--- config.mk ---
export PLATFORM = sky130hd
export DESIGN_NAME = rng_hist_binner_flat
export DESIGN_NICKNAME = d
export VERILOG_FILES = /design/src/rtl/rng_hist_binner_pkg.sv /design/src/rtl/rng_hist_binner_if.sv /design/src/rtl/rng_hist_binner_bin_counter.sv /design/src/rtl/rng_hist_binner.sv /design/src/flat_wrapper.sv
export SDC_FILE = /design/constraint.sdc
export NUM_CORES = 1
export LEC_CHECK = 0
export ABC_AREA = 1
export BUFFER_PORTS_ARGS = -buffer_cell sky130_fd_sc_hd__buf_2
export CAP_MARGIN = 5
export CORE_AREA = 2 2 135 137
export CTS_CLUSTER_DIAMETER = 150
export CTS_CLUSTER_SIZE = 14
export DETAILED_ROUTE_END_ITERATION = 10
export DIE_AREA = 0 0 137 139
export PLACE_DENSITY = 0.86
export SLEW_MARGIN = 10
export SYNTH_ARGS = -nofsm -noshare
export SYNTH_HDL_FRONTEND = slang
export SYNTH_HIERARCHICAL = 1
export SYNTH_SLANG_ARGS = --single-unit
--- constraint.sdc ---
create_clock -name aclk -period 3.43 [get_ports aclk]
set_input_delay 0.5145 -clock aclk [delete_from_list [all_inputs] [get_ports aclk]]
set_output_delay 0.5145 -clock aclk [all_outputs]
set_load 0.05 [all_outputs]
--- src/rtl/rng_hist_binner_pkg.sv ---
// Shared types and defaults for the rng_hist_binner histogram stage.
package hist_pkg;
  localparam int DEF_DATA_W   = 32;
  localparam int DEF_BIN_BITS = 3;
  localparam int DEF_CNT_W    = 16;
  localparam int DEF_LIMIT_W  = 16;

  typedef enum logic [1:0] {IDLE = 2'd0, RUN = 2'd1, DONE = 2'd2} state_e;

  function automatic int num_bins(input int bin_bits);
    return 1 << bin_bits;
  endfunction
endpackage

--- src/rtl/rng_hist_binner_if.sv ---
// Sample stream (valid/ready) and one-cycle read port of the histogram binner.
interface rng_hist_binner_if
  import hist_pkg::*;
#(
  parameter int DATA_W   = DEF_DATA_W,
  parameter int BIN_BITS = DEF_BIN_BITS,
  parameter int CNT_W    = DEF_CNT_W
) ();
  logic                s_valid;
  logic [DATA_W-1:0]   s_data;
  logic                s_ready;
  logic                rd_en;
  logic [BIN_BITS-1:0] rd_idx;
  logic [CNT_W-1:0]    rd_data;
  logic                rd_valid;

  modport master (output s_valid, s_data, rd_en, rd_idx,
                  input  s_ready, rd_data, rd_valid);
  modport slave  (input  s_valid, s_data, rd_en, rd_idx,
                  output s_ready, rd_data, rd_valid);
endinterface

--- src/rtl/rng_hist_binner_bin_counter.sv ---
// One histogram bin counter. HIST_SATURATE_EN selects saturate (else wrap);
// ovf_pulse flags the increment that saturates-and-drops or wraps.
module hist_bin_counter
  import hist_pkg::*;
#(
  parameter int CNT_W = DEF_CNT_W
) (
  input  logic             aclk,
  input  logic             areset,
  input  logic             inc,
  input  logic             clr,
  output logic [CNT_W-1:0] count,
  output logic             ovf_pulse
);
  logic [CNT_W-1:0] r_count;
  logic             w_full;

  assign w_full    = &r_count;
  assign ovf_pulse = inc && !clr && w_full;
  assign count     = r_count;

  always_ff @(posedge aclk or posedge areset) begin
    if (areset)      r_count <= '0;
    else if (clr)    r_count <= '0;
    else if (inc) begin
`ifdef HIST_SATURATE_EN
      if (!w_full) r_count <= r_count + 1'b1;
`else
      r_count <= r_count + 1'b1;
`endif
    end
  end
endmodule

--- src/rtl/rng_hist_binner.sv ---
// Histogram of LFSR samples binned by MSBs, with sample limit and read port.
// Bin counter behaviour at full scale is selected by HIST_SATURATE_EN.
module rng_hist_binner
  import hist_pkg::*;
#(
  parameter int DATA_W   = DEF_DATA_W,
  parameter int BIN_BITS = DEF_BIN_BITS,
  parameter int CNT_W    = DEF_CNT_W,
  parameter int LIMIT_W  = DEF_LIMIT_W
) (
  input  logic               aclk,
  input  logic               areset,
  input  logic               start,
  input  logic               stop,
  input  logic               clear,
  input  logic [LIMIT_W-1:0] sample_limit,
  rng_hist_binner_if.slave   s,
  output logic [LIMIT_W-1:0] total,
  output logic               busy,
  output logic               done,
  output logic               ovf
);
  localparam int NUM_BINS = num_bins(BIN_BITS);

  state_e                         r_state, w_state_nxt;
  logic [LIMIT_W-1:0]             r_limit, r_total, w_total_inc;
  logic                           w_acc, w_hit, w_load;
  logic [BIN_BITS-1:0]            w_bin;
  logic [NUM_BINS-1:0]            w_inc, w_ovf;
  logic [NUM_BINS-1:0][CNT_W-1:0] w_count;
  logic [CNT_W-1:0]               r_rd_data;
  logic                           r_rd_valid, r_ovf;
  logic                           w_unused;

  // Only the top BIN_BITS of a sample matter.
  assign w_unused    = ^s.s_data[DATA_W-BIN_BITS-1:0];
  assign w_bin       = s.s_data[DATA_W-1 -: BIN_BITS];
  assign w_acc       = s.s_valid && (r_state == RUN) && !clear;
  assign w_total_inc = (&r_total) ? r_total : r_total + 1'b1;
  assign w_hit       = w_acc && (r_limit != '0) && (w_total_inc == r_limit);

  always_comb begin
    w_state_nxt = r_state;
    w_load      = 1'b0;
    if (clear) begin
      w_state_nxt = IDLE;
    end else begin
      case (r_state)
        IDLE, DONE: if (start && !stop) begin
          w_state_nxt = RUN;
          w_load      = 1'b1;
        end
        RUN: begin
          if (stop)       w_state_nxt = IDLE;
          else if (w_hit) w_state_nxt = DONE;
        end
        default: w_state_nxt = IDLE;
      endcase
    end
  end

  always_ff @(posedge aclk or posedge areset) begin
    if (areset) begin
      r_state    <= IDLE;
      r_limit    <= '0;
      r_total    <= '0;
      r_ovf      <= 1'b0;
      r_rd_data  <= '0;
      r_rd_valid <= 1'b0;
    end else begin
      r_state    <= w_state_nxt;
      r_rd_valid <= s.rd_en;
      if (w_load) r_limit <= sample_limit;
      if (clear)      r_total <= '0;
      else if (w_acc) r_total <= w_total_inc;
      if (clear)           r_ovf <= 1'b0;
      else if (|w_ovf)     r_ovf <= 1'b1;
      // Counter outputs are pre-update, so a colliding read sees the old count.
      if (s.rd_en) r_rd_data <= w_count[s.rd_idx];
    end
  end

  for (genvar g = 0; g < NUM_BINS; g++) begin : g_bin
    assign w_inc[g] = w_acc && (w_bin == BIN_BITS'(g));
    hist_bin_counter #(.CNT_W(CNT_W)) u_cnt (
      .aclk      (aclk),
      .areset    (areset),
      .inc       (w_inc[g]),
      .clr       (clear),
      .count     (w_count[g]),
      .ovf_pulse (w_ovf[g])
    );
  end

  assign s.s_ready  = (r_state == RUN);
  assign s.rd_data  = r_rd_data;
  assign s.rd_valid = r_rd_valid;
  assign busy       = (r_state == RUN);
  assign done       = (r_state == DONE);
  assign total      = r_total;
  assign ovf        = r_ovf;
endmodule

--- src/flat_wrapper.sv ---
// flat-port wrapper written by rule: the top's interface ports become plain ports
module rng_hist_binner_flat import hist_pkg::*;
#(
  parameter int DATA_W   = DEF_DATA_W,
  parameter int BIN_BITS = DEF_BIN_BITS,
  parameter int CNT_W    = DEF_CNT_W,
  parameter int LIMIT_W  = DEF_LIMIT_W
)
  (aclk, areset, start, stop, clear, sample_limit, total, busy, done, ovf, s_s_valid, s_s_data, s_rd_en, s_rd_idx, s_s_ready, s_rd_data, s_rd_valid);
  rng_hist_binner_if #(.DATA_W(DATA_W), .BIN_BITS(BIN_BITS), .CNT_W(CNT_W)) s_i ();
  input  logic aclk;
  input  logic areset;
  input  logic start;
  input  logic stop;
  input  logic clear;
  input  logic [LIMIT_W-1:0] sample_limit;
  output logic [LIMIT_W-1:0] total;
  output logic busy;
  output logic done;
  output logic ovf;
  input wire logic [$bits(s_i.s_valid)-1:0] s_s_valid;
  input wire logic [$bits(s_i.s_data)-1:0] s_s_data;
  input wire logic [$bits(s_i.rd_en)-1:0] s_rd_en;
  input wire logic [$bits(s_i.rd_idx)-1:0] s_rd_idx;
  output wire logic [$bits(s_i.s_ready)-1:0] s_s_ready;
  output wire logic [$bits(s_i.rd_data)-1:0] s_rd_data;
  output wire logic [$bits(s_i.rd_valid)-1:0] s_rd_valid;
  assign s_i.s_valid = s_s_valid;
  assign s_i.s_data = s_s_data;
  assign s_i.rd_en = s_rd_en;
  assign s_i.rd_idx = s_rd_idx;
  assign s_s_ready = s_i.s_ready;
  assign s_rd_data = s_i.rd_data;
  assign s_rd_valid = s_i.rd_valid;
  rng_hist_binner #(.DATA_W(DATA_W), .BIN_BITS(BIN_BITS), .CNT_W(CNT_W), .LIMIT_W(LIMIT_W)) u_core (.aclk(aclk), .areset(areset), .start(start), .stop(stop), .clear(clear), .sample_limit(sample_limit), .s(s_i), .total(total), .busy(busy), .done(done), .ovf(ovf));
endmodule
==> results of run 1 <==
per-layer routing:
metal / part of all wire, % / GRT usage (%) / vias to the layer above
li1: - / - / 5355
met5: 0.044 / 0 / -
met2: 48 / 52.13 / 461
met4: 4.0 / 13.78 / 2
met1: 42 / 41.37 / 5161
met3: 6.9 / 5.702 / 92
sequential cells by signal, indices dropped and copies added (netlist names):
| register | cells |
|---|---|
| u_core/s.rd_data | 16 |
| u_core/ovf | 1 |
| u_core/r_state | 2 |
| u_core/g_bin.u_cnt/count | 128 |
| u_core/r_limit | 16 |
| u_core/s.rd_valid | 1 |
| u_core/total | 16 |
final timing paths:
kind / from / to / slack, ps / depth (start not counted)
max reg2reg: u_core/r_state[0]$_DFFE_PP0P_ / u_core/ovf$_DFFE_PP0P_ / 550 / 11
min: areset / u_core/g_bin[1].u_cnt/count[6]$_DFFE_PP0P_ / 280 / 2
max in group asynchronous: areset / u_core/r_limit[8]$_DFFE_PP0P_ / 2310 / 3
min in group aclk: sample_limit[15] / u_core/r_limit[15]$_DFFE_PP0P_ / 310 / 3
max: u_core/r_state[0]$_DFFE_PP0P_ / u_core/ovf$_DFFE_PP0P_ / 550 / 11
min reg2reg: u_core/s.rd_data[12]$_DFFE_PP0P_ / u_core/s.rd_data[12]$_DFFE_PP0P_ / 520 / 2
critical path: cells and delay by family (launching register included):
kind            cells  cell delay (ps)
simple gates        8             2100
compound gates      1              170
buf+inv             2              160
flops               1              350
through the flow:
step                      power (W)  hold slack [ps]  utilization [%]  setup slack, ps  std cells
final                      0.004561            280.1            70.60            551.7       1929
after global placement     0.002691            501.4            67.40            674.5       1896
after detailed placement   0.002702            514.1            67.40            608.9       1896
after CTS                  0.004581            290.8            70.59            627.9       1928
after floorplan            0.002570            428.2                -            544.2       1633
after global routing       0.004722            328.0            70.60            400.8       1929
power groups by stage:
stage / registers [W] / clock network (W) / logic, W
floorplan: 0.00231 / 0 / 0.000256
global placement: 0.00225 / 0 / 0.000443
detailed placement: 0.00225 / 0 / 0.000453
CTS: 0.00221 / 0.00192 / 0.000455
global route: 0.00221 / 0.00200 / 0.000504
finish: 0.00221 / 0.00189 / 0.000458
layout by cell type (no fill, tap or decap), types with 8 or more instances in the layout:
cell type	instances
nor2_4	18
ha_1	9
inv_2	21
dfrtp_1	180
inv_1	212
and3_1	8
nand3_2	11
nand2_4	8
nor3_1	29
nand4_1	27
nand3_1	71
nor4_1	10
o21ai_0	108
o21ai_2	9
clkbuf_16	17
buf_4	8
a21oi_1	89
mux2i_1	32
o21bai_1	8
nor2_1	268
nor2_2	8
nand2_2	24
o211ai_1	32
nand2_1	382
buf_2	64
a22o_1	8
o21ai_1	9
kinds of logic after synthesis:
group | count (synthesis) | share of synthesized area, %
and+or+nand+nor | 866 | 33.74
xor gates and xnor gates | 4 | 0.3071
muxes | 32 | 2.808
AOI/OAI and AO/OA | 268 | 13.25
buffers and inverters | 274 | 9.432
adders and majority gates | 9 | 0.9871
DFF | 180 | 39.48
cell type report:
type	instances	area share [%]
inverter	235	7.076
antenna	1	0.02007
multi-input combinational	1179	46.75
clock buffer	17	3.413
timing repair buffer	73	3.212
clock inverter	15	1.094
sequential	180	36.13
tap	229	2.299
==> impl_metrics.csv, run 1 <==
group,metric,value,unit
status,status,"finished, final reports clean",
global_route,overflow,0,
place,placed_cell_area,11900,µm²
sta,maxSlewViolCount,0,
floorplanning,die_h,139,µm
flow_run,drv_cap,0,
pwr,max-vdd-ir-drop,0.3812,mV
logic_synthesis,synth_cell_types,36,
cts,cts_setup_buffers,0,
pwr,internal_power,0.003252,W
logic_synthesis,synth-seq-cells,180,
final_layout,fin_area,12470,µm²
detailed_routing,viasPerCell,5.739,
global_route,antenna_found_initial,2,
logic_synthesis,synth_top_area_cell,"dfrtp_1",
logic_synthesis,synth.most_common_cell,"nand2_1",
sta,rsz0062_at_grt,"false",
floorplanning,die_area,19040,µm²
min_path,hp-class,"in -> async",
detailed_routing,dr.pass1.iters,5,
sta,setup_violations,0,
logic_synthesis,synth_top_cells_by_area,"dfrtp_1 (39%), nand2_1 (13%), nor2_1 (8.8%), inv_1 (7.0%), o21ai_0 (4.7%)",
logic_synthesis,netlist_area,11410,µm²
sta,timing.fmax,347.4,MHz
final_layout,multi_input_area,5828,µm²
sta,fin_tns_setup,0,ps
place,hpwl,21860,µm
sta,hold_viol,0,
global_route,grt_pass1_wl,48530,µm
logic_synthesis,ys_top_cells_by_count,"nand2_1 (382), nor2_1 (268), inv_1 (213)",
floorplanning,start_util,64.61,%
sta,finClkSkew,8.927,ps
cts,insertion_delay,450,ps
logic_synthesis,syn_nets,1700,
floorplanning,rows,49,
pwr,p_switching,0.001310,W
cts,numCtsBuffers,17,
cts,cts_num_sinks,180,
final_layout,drive_above_1_share,12.12,%
worst_setup_path,slowest_stage,"nor3_1",
sta,period_share,83.92,%
pwr,p_seq_share,48.4,%
sta,worst_pin_slew,966.4,ps
global_route,first_global_vias,10280,
floorplanning,die_x,137,µm
final_layout,areaGrowthSynthToFinish,9.267,%
worst_setup_path,cp.arrival,3240,ps
worst_setup_path,cp_max_fo,5,
final_layout,nets,1753,
sta,period_minus_slack,2878,ps
logic_synthesis,synth_ff_type,"dfrtp_1",
final_layout,seqCellArea,4504,µm²
cts,clk_pin_slew_worst_paths,80,ps
logic_synthesis,synthArstFlopShare,100.0,%
cts,cts_buffer_depth,2,
logic_synthesis,yosys_warnings,6,
detailed_routing,routed_wirelength,29650,µm
detailed_routing,remaining_drc_errors,0,
pwr,cellPowerDensity,365.9,nW/µm²
detailed_routing,vias,11070,
final_layout,fillers,1440,
cts,tritoncts,"built",
place,place.gp.congestion,0.9710,
pwr,switching_share,28.71,%
place,portBuffers,65,
floorplanning,ios,95,
floorplanning,coreArea,17660,µm²
global_route,track_usage,31.88,%
pwr,power.share.clock,41.5,%
worst_setup_path,path_class,"reg -> reg",
worst_setup_path,crit_chain,"inv_1, nor2_2, nand2_1, nor2_2, inv_1, or2_2, nor3_1, nand3_2, nor4_1, nor2_1, a31oi_1",
cts,htreeDepth,4,
detailed_routing,drtIter0Drc,1108,
global_route,grt_max_degree,54,
pwr,p_leak,5.750,nW
worst_setup_path,critPathCaptureType,"flip-flop",
cts,postCtsHoldBufs,0,
logic_synthesis,syn-instance-count,1633,
worst_setup_path,slowest_delay,600,ps
logic_synthesis,synth-edff-count,0,
logic_synthesis,synth_top_area_share,39.48,%
detailed_routing,wire_per_inst,15.37,µm
cts,cts_resized,0,
cts,root_buffer,"clkbuf_16",
worst_setup_path,required,3800,ps
logic_synthesis,seq_area_frac_synth,39.48,%
sta,slew_headroom,35.50,%
detailed_routing,antenna_left,0,
worst_setup_path,start_kind,"flip-flop",
pwr,comb_power_share,10.0,%
logic_synthesis,synth_area_per_cell,6.986,µm²
Note: power is estimated with default switching activity, not from simulation.
==> run 2, diff against run 1 <==
--- a/config.mk
+++ b/config.mk
@@ -8,12 +8,12 @@
 export ABC_AREA = 1
 export BUFFER_PORTS_ARGS = -buffer_cell sky130_fd_sc_hd__buf_2
 export CAP_MARGIN = 5
-export CORE_AREA = 2 2 135 137
+export CORE_AREA = 2 2 140 142
 export CTS_CLUSTER_DIAMETER = 150
 export CTS_CLUSTER_SIZE = 14
 export DETAILED_ROUTE_END_ITERATION = 10
-export DIE_AREA = 0 0 137 139
-export PLACE_DENSITY = 0.86
+export DIE_AREA = 0 0 142 144
+export PLACE_DENSITY = 0.8
 export SLEW_MARGIN = 10
 export SYNTH_ARGS = -nofsm -noshare
 export SYNTH_HDL_FRONTEND = slang
==> constraint.sdc (replaced) <==
create_clock -name aclk -period 3 [get_ports aclk]
set_input_delay 0.45 -clock aclk [delete_from_list [all_inputs] [get_ports aclk]]
set_output_delay 0.45 -clock aclk [all_outputs]
set_load 0.05 [all_outputs]
==> impl_metrics.csv, run 2 (synthesis results as in run 1) <==
group,metric,value,unit
sta,rsz0062_at_grt,"false",
worst_setup_path,regToRegStartpoint,"u_core/r_state[0]$_DFFE_PP0P_",
detailed_routing,routed_wirelength,30680,µm
worst_setup_path,cp.arrival,3130,ps
sta,slew_headroom,53.92,%
pwr,max-vdd-ir-drop,0.4078,mV
worst_setup_path,critPathLaunch,"u_core/r_state[0]$_DFFE_PP0P_",
detailed_routing,dr.pass1.iters,7,
final_layout,antenna_cells,0,
status,status,"finished, final reports clean",
worst_setup_path,required,3350,ps
global_route,use_met3,5.629,%
floorplanning,rows,51,
detailed_routing,remaining_drc_errors,0,
worst_setup_path,critPathTopFamily,"simple AND/OR/NAND/NOR gates",
floorplanning,die_x,142,µm
worst_setup_path,slowest_delay,480,ps
floorplanning,ios,95,
cts,postCtsHoldBufs,0,
worst_setup_path,path_buf_inv,2,
cts,clk_pin_slew_worst_paths,80,ps
cts,cts_num_sinks,180,
floorplanning,die_area,20450,µm²
min_path,hp-class,"in -> async",
cts,cts_setup_buffers,0,
worst_setup_path,start_kind,"flip-flop",
pwr,p_leak,5.877,nW
cts,htreeDepth,4,
worst_setup_path,slowest_stage,"nor4_1",
floorplanning,start_util,59.79,%
sta,maxSlewViolCount,0,
final_layout,final_cell_mix,"nand2_1 (382), nor2_1 (268), inv_1 (212)",
final_layout,drive_above_1_share,12.89,%
cts,tritoncts,"built",
place,hpwl,22910,µm
sta,fin_tns_setup,0,ps
global_route,track_usage,31.16,%
worst_setup_path,cp_max_fo,5,
cts,cts_resized,0,
pwr,power,0.005572,W
pwr,p_seq_share,45.4,%
global_route,overflow,0,
cts,cts_buffer_depth,2,
global_route,first_global_vias,10400,
final_layout,nets,1768,
pwr,comb_power_share,9.6,%
cts,numCtsBuffers,17,
sta,period_minus_slack,2781,ps
global_route,grt_busiest_layer,"met2",
detailed_routing,drtIter0Drc,1037,
pwr,switching_share,25.45,%
worst_setup_path,crit_chain,"inv_1, nor2_2, nand2_1, nor2_2, inv_1, or2_2, nor2_1, nand3_2, nor4_1, nor4_1, a31oi_1",
cts,root_buffer,"clkbuf_16",
floorplanning,coreArea,19080,µm²
floorplanning,die_h,144,µm
final_layout,largest_register_ff_count,128,
worst_setup_path,r2r_slack,220,ps
sta,finClkSkew,12.54,ps
pwr,power.share.clock,45.0,%
detailed_routing,antenna_left,0,
global_route,met2_usage,52.12,%
sta,hold_viol,0,
detailed_routing,vias,11010,
final_layout,final_common_cell,"nand2_1",
place,portBuffers,65,
final_layout,areaGrowthSynthToFinish,11.18,%
global_route,use_met1,39.69,%
pwr,internal_power,0.004154,W
detailed_routing,wire_per_inst,15.72,µm
cts,insertion_delay,440,ps
pwr,cellPowerDensity,439.3,nW/µm²
pwr,p_switching,0.001418,W
detailed_routing,viasPerCell,5.641,
global_route,grt_pass1_wl,50260,µm
global_route,antenna_found_initial,0,
sta,setup_violations,0,
flow_run,drv_cap,0,
worst_setup_path,critPathCaptureType,"flip-flop",
sta,timing.fmax,359.5,MHz
worst_setup_path,path_class,"reg -> reg",
sta,period_share,92.71,%
place,place.gp.congestion,0.9479,
sta,worst_pin_slew,690.5,ps
global_route,grt_max_degree,46,
## run 2: changes by cell type in the layout (fill, tap and decap cells not counted), sizes merged
cell	previous run	this run
buf	73	88
bufinv	0	5
clkbuf	17	19
clkinv	5	10
clkinvlp	2	0
diode	1	0
inv	243	233
## run 2: final timing paths
check	to	depth (start not counted)
setup / recovery	u_core/ovf$_DFFE_PP0P_	11
hold / removal	u_core/s.rd_data[4]$_DFFE_PP0P_	2
setup reg to reg	u_core/ovf$_DFFE_PP0P_	11
hold reg to reg	u_core/s.rd_data[1]$_DFFE_PP0P_	2
max in group asynchronous	u_core/total[9]$_DFFE_PP0P_	3
min in group aclk	u_core/r_limit[3]$_DFFE_PP0P_	3
## run 2: layer usage
layer | share of wire [%] | vias up | wire length (µm)
met5 | 0 | - | 0
met4 | 3.8 | 0 | 1162
met3 | 6.8 | 79 | 2082
met2 | 48 | 416 | 14710
met1 | 41 | 5137 | 12720
li1 | - | 5380 | -
## run 2: cell type report
| class | instances | area, µm² |
|---|---|---|
| tap | 238 | 297.8 |
| multi-input combinational | 1179 | 5828 |
| clock buffer | 19 | 452.9 |
| clock inverter | 13 | 205.2 |
| sequential | 180 | 4504 |
| fill | 1685 | 6396 |
| inverter | 235 | 882.1 |
| timing repair buffer | 88 | 513.0 |
## run 2: stage by stage
stage | hold slack, ps | setup slack (ps) | instance area, µm² | util, % | cells
5_1_grt | 110.0 | 17.95 | 12680 | 66.48 | 1952
3_5_place_dp | 498.5 | 271.6 | 12030 | 63.03 | 1920
2_1_floorplan | 363.7 | 114.2 | 11410 | - | 1633
6_report | 101.6 | 218.7 | 12680 | 66.48 | 1952
3_3_place_gp | 493.8 | 397.8 | 12030 | 63.03 | 1920
4_1_cts | 88.49 | 260.4 | 12680 | 66.48 | 1952
## run 2: power groups by stage
stage                     combinational [W]  sequential [W]  clock (W)
after floorplan                    0.000293         0.00264          0
after global placement             0.000520         0.00257          0
after global routing               0.000588         0.00254    0.00263
after CTS                          0.000531         0.00253    0.00254
final                              0.000535         0.00253    0.00251
after detailed placement           0.000529         0.00257          0
